===== src/rtl/regfile_pkg.sv =====
// Shared defaults and helpers for the multi-port register file and its scoreboard.
package regfile_pkg;

    localparam int XLEN_DEF  = 32;
    localparam int NREGS_DEF = 32;
    localparam logic [31:0] ZERO_REG = '0;

    // Returns 2'b10 when port 1 lands on addr, 2'b01 when only port 0 does, 2'b00 otherwise.
    function automatic logic [1:0] write_sel(
        input logic        we0,
        input logic        we1,
        input logic [31:0] wa0,
        input logic [31:0] wa1,
        input logic [31:0] addr
    );
        logic [1:0] sel;
        sel = 2'b00;
        if (addr != ZERO_REG) begin
            if (we1 && (wa1 == addr)) begin
                sel = 2'b10;
            end else if (we0 && (wa0 == addr)) begin
                sel = 2'b01;
            end
        end
        return sel;
    endfunction

endpackage


===== src/rtl/regfile_scoreboard.sv =====
// Per-register busy bits: issue sets, final writeback clears, and issue beats clear.
module regfile_scoreboard
    import regfile_pkg::*;
#(
    parameter  int NREGS = NREGS_DEF,
    localparam int AW    = $clog2(NREGS)
) (
    input  logic          clk,
    input  logic          rst,
    input  logic          issue_valid,
    input  logic [AW-1:0] issue_rd,
    input  logic          we0,
    input  logic          wb_clr0,
    input  logic [AW-1:0] wa0,
    input  logic          we1,
    input  logic          wb_clr1,
    input  logic [AW-1:0] wa1,
    input  logic [AW-1:0] rs1,
    input  logic [AW-1:0] rs2,
    output logic          rs1_busy,
    output logic          rs2_busy
);

    logic [NREGS-1:0] busy_q;
    logic [NREGS-1:0] busy_d;

    // The issue is applied last so a new producer overrides a same-cycle clear.
    always_comb begin
        busy_d = busy_q;
        if (we0 && wb_clr0 && (wa0 != '0)) begin
            busy_d[wa0] = 1'b0;
        end
        if (we1 && wb_clr1 && (wa1 != '0)) begin
            busy_d[wa1] = 1'b0;
        end
        if (issue_valid && (issue_rd != '0)) begin
            busy_d[issue_rd] = 1'b1;
        end
        busy_d[0] = 1'b0;
    end

    always_ff @(posedge clk or negedge rst) begin
        if (!rst) begin
            busy_q <= '0;
        end else begin
            busy_q <= busy_d;
        end
    end

    assign rs1_busy = busy_q[rs1];
    assign rs2_busy = busy_q[rs2];

endmodule


===== src/rtl/register_file_mp.sv =====
// Two-read / two-write register file with x0 hardwired, optional write-to-read bypass and busy scoreboard.
module register_file_mp
    import regfile_pkg::*;
#(
    parameter  int XLEN   = XLEN_DEF,
    parameter  int NREGS  = NREGS_DEF,
    parameter  int BYPASS = 1,
    localparam int AW     = $clog2(NREGS)
) (
    input  logic            clk,
    input  logic            rst,
    input  logic [AW-1:0]   rs1,
    input  logic [AW-1:0]   rs2,
    output logic [XLEN-1:0] rd_data1,
    output logic [XLEN-1:0] rd_data2,
    output logic            rs1_busy,
    output logic            rs2_busy,
    input  logic            issue_valid,
    input  logic [AW-1:0]   issue_rd,
    input  logic            we0,
    input  logic            we1,
    input  logic [AW-1:0]   wa0,
    input  logic [AW-1:0]   wa1,
    input  logic [XLEN-1:0] wd0,
    input  logic [XLEN-1:0] wd1,
    input  logic            wb_clr0,
    input  logic            wb_clr1
);

    logic [XLEN-1:0] regs_q [NREGS];
    logic [XLEN-1:0] regs_d [NREGS];
    logic            sb_busy1;
    logic            sb_busy2;
    logic            clr_hit1;
    logic            clr_hit2;

    always_comb begin
        logic [1:0] sel;
        sel = 2'b00;
        for (int i = 0; i < NREGS; i++) begin
            regs_d[i] = regs_q[i];
            sel = write_sel(we0, we1, 32'(wa0), 32'(wa1), 32'(i));
            if (sel[1]) begin
                regs_d[i] = wd1;
            end else if (sel[0]) begin
                regs_d[i] = wd0;
            end
        end
    end

    always_ff @(posedge clk or negedge rst) begin
        if (!rst) begin
            for (int i = 0; i < NREGS; i++) begin
                regs_q[i] <= '0;
            end
        end else begin
            for (int i = 0; i < NREGS; i++) begin
                regs_q[i] <= regs_d[i];
            end
        end
    end

    // Reset gates the bypass path too, so reads are zero while rst is low.
    always_comb begin
        logic [1:0] sel1;
        logic [1:0] sel2;
        sel1 = write_sel(we0, we1, 32'(wa0), 32'(wa1), 32'(rs1));
        sel2 = write_sel(we0, we1, 32'(wa0), 32'(wa1), 32'(rs2));
        rd_data1 = regs_q[rs1];
        rd_data2 = regs_q[rs2];
        if (BYPASS != 0) begin
            if (sel1[1]) begin
                rd_data1 = wd1;
            end else if (sel1[0]) begin
                rd_data1 = wd0;
            end
            if (sel2[1]) begin
                rd_data2 = wd1;
            end else if (sel2[0]) begin
                rd_data2 = wd0;
            end
        end
        if (!rst || (rs1 == '0)) begin
            rd_data1 = '0;
        end
        if (!rst || (rs2 == '0)) begin
            rd_data2 = '0;
        end
    end

    regfile_scoreboard #(
        .NREGS(NREGS)
    ) u_scoreboard (
        .clk        (clk),
        .rst        (rst),
        .issue_valid(issue_valid),
        .issue_rd   (issue_rd),
        .we0        (we0),
        .wb_clr0    (wb_clr0),
        .wa0        (wa0),
        .we1        (we1),
        .wb_clr1    (wb_clr1),
        .wa1        (wa1),
        .rs1        (rs1),
        .rs2        (rs2),
        .rs1_busy   (sb_busy1),
        .rs2_busy   (sb_busy2)
    );

    // A forwarded final writeback makes the operand available in the same cycle.
    assign clr_hit1 = (we0 && wb_clr0 && (wa0 == rs1)) || (we1 && wb_clr1 && (wa1 == rs1));
    assign clr_hit2 = (we0 && wb_clr0 && (wa0 == rs2)) || (we1 && wb_clr1 && (wa1 == rs2));

    assign rs1_busy = sb_busy1 && !((BYPASS != 0) && clr_hit1);
    assign rs2_busy = sb_busy2 && !((BYPASS != 0) && clr_hit2);

endmodule

===== config.mk =====
export PLATFORM = sky130hd
export DESIGN_NAME = register_file_mp
export DESIGN_NICKNAME = d
export VERILOG_FILES = /design/src/rtl/regfile_pkg.sv /design/src/rtl/regfile_scoreboard.sv /design/src/rtl/register_file_mp.sv
export SDC_FILE = /design/constraint.sdc
export NUM_CORES = 2
export LEC_CHECK = 0
export CELL_PAD_IN_SITES_DETAIL_PLACEMENT = 1
export CELL_PAD_IN_SITES_GLOBAL_PLACEMENT = 1
export CORE_UTILIZATION = 28
export DETAILED_ROUTE_END_ITERATION = 7
export HOLD_SLACK_MARGIN = 0.1
export PLACE_DENSITY = 0.47
export RECOVER_POWER = 100
export SYNTH_ARGS = -nofsm -noshare
export SYNTH_HDL_FRONTEND = slang
export SYNTH_SLANG_ARGS = --single-unit

===== constraint.sdc =====
create_clock -name clk -period 4.7 [get_ports clk]
set_clock_uncertainty 0.2 [all_clocks]
set_input_delay 1.175 -clock clk [delete_from_list [all_inputs] [get_ports clk]]
set_output_delay 1.175 -clock clk [all_outputs]
set_load 0.02 [all_outputs]

==> flow_summary.ini <==
[power_and_ir_drop]
totalPowerFinal_mw = 33.1
total_leakage_power_nw = 34.2
max-vdd-ir-drop_mv = 0.304
power.density_nw_per_um2 = 408

[detailed_routing]
dr.pass1.iters = 5
final_ant_viol_nets = 0
drc = 0
num_vias = 55000
overall_routed_net_length_um = 326000
routed_wire_length_per_instance_um = 33.9
iter_0_drt_violations = 4471
post_drt_via_cell_ratio = 5.73

[synth]
synth.largest_area_cell = dfrtp_1
synth_seq_cells = 1023
synthesis.area_per_instance_um2 = 10.5
syn-cell-area_um2 = 65200
synth.yosys.seq_area_share_pct = 39.3
post_synth_inst_count = 6206
ys_top_cells_by_count = mux2i_1, dfrtp_1, nand2_1, o21ai_1, clkbuf_1
post-synth-top-count-cell = mux2i_1
yosys.cell_types.count = 50
edff_count_synth = 0
synthesis.nets = 6302
synthDominantCellAreaShare_pct = 39.3
ys.flop_type = dfrtp_1
yosysWarningCount = 0
ys_async_sr_fraction_pct = 100
ys_top_cells_by_area = dfrtp_1, mux4_2, mux2i_1

[critical_path]
crit_path_cell_chain = dlygate4sd3_1 -> clkbuf_1 -> nand4_1 -> nor2_1 -> buf_2 -> mux2i_1 -> a21oi_1
critPathMaxStageDelay_ns = 1.57
worst-setup-path-type = input port to register
critical_path_peak_fanout = 13
crit_slowest_cell = nor2_1
data_required_time_of_the_worst_path_ns = 5.14
critical_path_arrival_ns = 5.34
cp_num_buf_inv = 3
crit_path_end_kind = register
worst_setup_path_start_kind = input port
critical_path.top_delay_family = simple AND/OR/NAND/NOR gates

[clock_tree]
clock_sink_count = 1023
cts.reportedPaths.clkPinSlew_ns = 0.06
cts.hold.buffers_added = 0
clock_latency_ns = 0.80
clock_tree.root_cell = clkbuf_16
cts-root-to-sink-buffers = 3
htree_levels = 4
cts_tree = done
tritoncts.num_buffers = 135

[timing]
setup_violations = 48
slew_viol_final = 1064
min_period_over_period_pct = 104
period_minus_slack_ns = 4.89
worst_slew_margin_rel_pct = -83.0
whs_ns = 0.330
finalHoldViolations = 0
fmax_mhz = 204
grt_setup_unrepaired = true
layout_setup_ws_ns = -0.195
slew_of_the_pin_with_the_lowest_slew_margin_ns = 2.74

[placement]
place_inst = 9246
buffer_ports.inserted = 161
preCtsSetupSlack_ns = -1.55
place.detailed.hpwl_um = 204000
place_congestion = 0.837

[job]
max_cap_violations = 29

[layout]
post-route-util_pct = 35.1
drive_above_1_share_pct = 26.9
fillers = 25100
num-nets-final = 6552
instances_no_fill = 9592
area_delta_synth_final_pct = 24.2

[floorplanning]
start_util_pct = 28.3
core_area_um2 = 231000
io_pins = 162
height_of_the_die_um = 485
chipWidth_um = 485
floorplan.rows = 176
die_ar_um2 = 235000

[grt]
grt_overflow_total = 0
global_route_wire_length_before_repair_um = 461000
grt_pass1_vias = 57100
antenna_found_initial = 7
grt_start_max_net_pins = 150
grt_util_all_layers_pct = 27.5

[status]
result_of_the_run = finished, violations left
violated_checks = capacitance limit, slew limit, setup timing

[hold_path]
worst_hold_path_type = register to register
[per-layer routing]
| layer | global-route usage [%] | share of wire [%] | routed length [µm] | vias up |
|---|---|---|---|---|
| met4 | 9.75 | 4.2 | 13800 | 8 |
| met5 | 0 | 0.015 | 50 | - |
| li1 | - | - | - | 23300 |
| met3 | 3.85 | 5.1 | 16600 | 572 |
| met1 | 37.0 | 44 | 142000 | 29400 |
| met2 | 44.8 | 47 | 153000 | 1686 |
[sequential cells by signal, indices dropped and copies added, names as in the netlist]
signal / flops
regs_q: 992
u_scoreboard.busy_q: 31
[report_power, final]
part           internal, mW  switching (mW)
sequential             11.1            1.98
combinational          4.69            4.14
clock                  6.58            4.55
[path summary, 6_finish.rpt]
| path | from | to | slack (ns) | cells after the start |
|---|---|---|---|---|
| min in group asynchronous | rst | u_scoreboard.busy_q[4]$_DFF_PN0_ | 0.80 | 2 |
| max reg2reg | u_scoreboard.busy_q[28]$_DFF_PN0_ | u_scoreboard.busy_q[28]$_DFF_PN0_ | 3.55 | 3 |
| min reg2reg | u_scoreboard.busy_q[4]$_DFF_PN0_ | u_scoreboard.busy_q[4]$_DFF_PN0_ | 0.33 | 1 |
| min | u_scoreboard.busy_q[4]$_DFF_PN0_ | u_scoreboard.busy_q[4]$_DFF_PN0_ | 0.33 | 1 |
| max in group asynchronous | rst | regs_q[654]$_DFFE_PN0P_ | 0.36 | 4 |
| max | we0 | regs_q[48]$_DFFE_PN0P_ | -0.19 | 7 |
[layout make-up]
class                   count  area, µm²  area share (%)
diodes                      4       10.0          0.0124
clock buffers             195       4040            4.99
clock inverters            48        578           0.713
inverters                  34        128           0.158
multi-input cells        4396      37700            46.6
flip-flops and latches   1023      25600            31.6
well taps                3026       3790            4.67
repair buffers            866       9150            11.3
[cells by family (layout without fill, tap and decap cells)]
group / after synthesis / after routing / share of synthesized area, %
multiplexers: 1627 / 1627 / 34.7
buffers and inverters: 787 / 1143 / 5.25
XOR/XNOR: 20 / 20 / 0.269
AND/OR/NAND/NOR: 1280 / 1280 / 7.72
AO/OA/AOI/OAI: 1469 / 1469 / 12.8
other: 0 / 4 / 0
flip-flops: 1023 / 1023 / 39.3
[layout by cell type (no fill, tap or decap), types with 60 or more instances in the layout]
cell                n
a21oi_1           327
clkbuf_16         150
dfrtp_1          1023
mux2i_1          1058
o21ai_0           677
nor2_1            382
mux2_2             66
a22oi_1            96
clkdlybuf4s50_1    73
nand2_1           739
mux4_2            500
buf_12            123
clkbuf_1           60
buf_4             423
o21ai_1            72
[per-stage QoR]
step,instance area [µm²],setup TNS [ns]
3_5_place_dp,74300,-61.57
2_1_floorplan,65200,0
6_report,81000,-2.70
4_1_cts,81100,-0.147
3_3_place_gp,74300,-64.40
5_1_grt,81000,-4.86
[what timing repair did]
action	4_1_cts	5_1_grt
setup endpoints to repair	66	59
buffers inserted	63	28
cloned	14	9
pin swaps	61	46
endpoints found under the hold margin	0	0
gates resized for setup	465	126
Power figures use the tool's default switching activity.
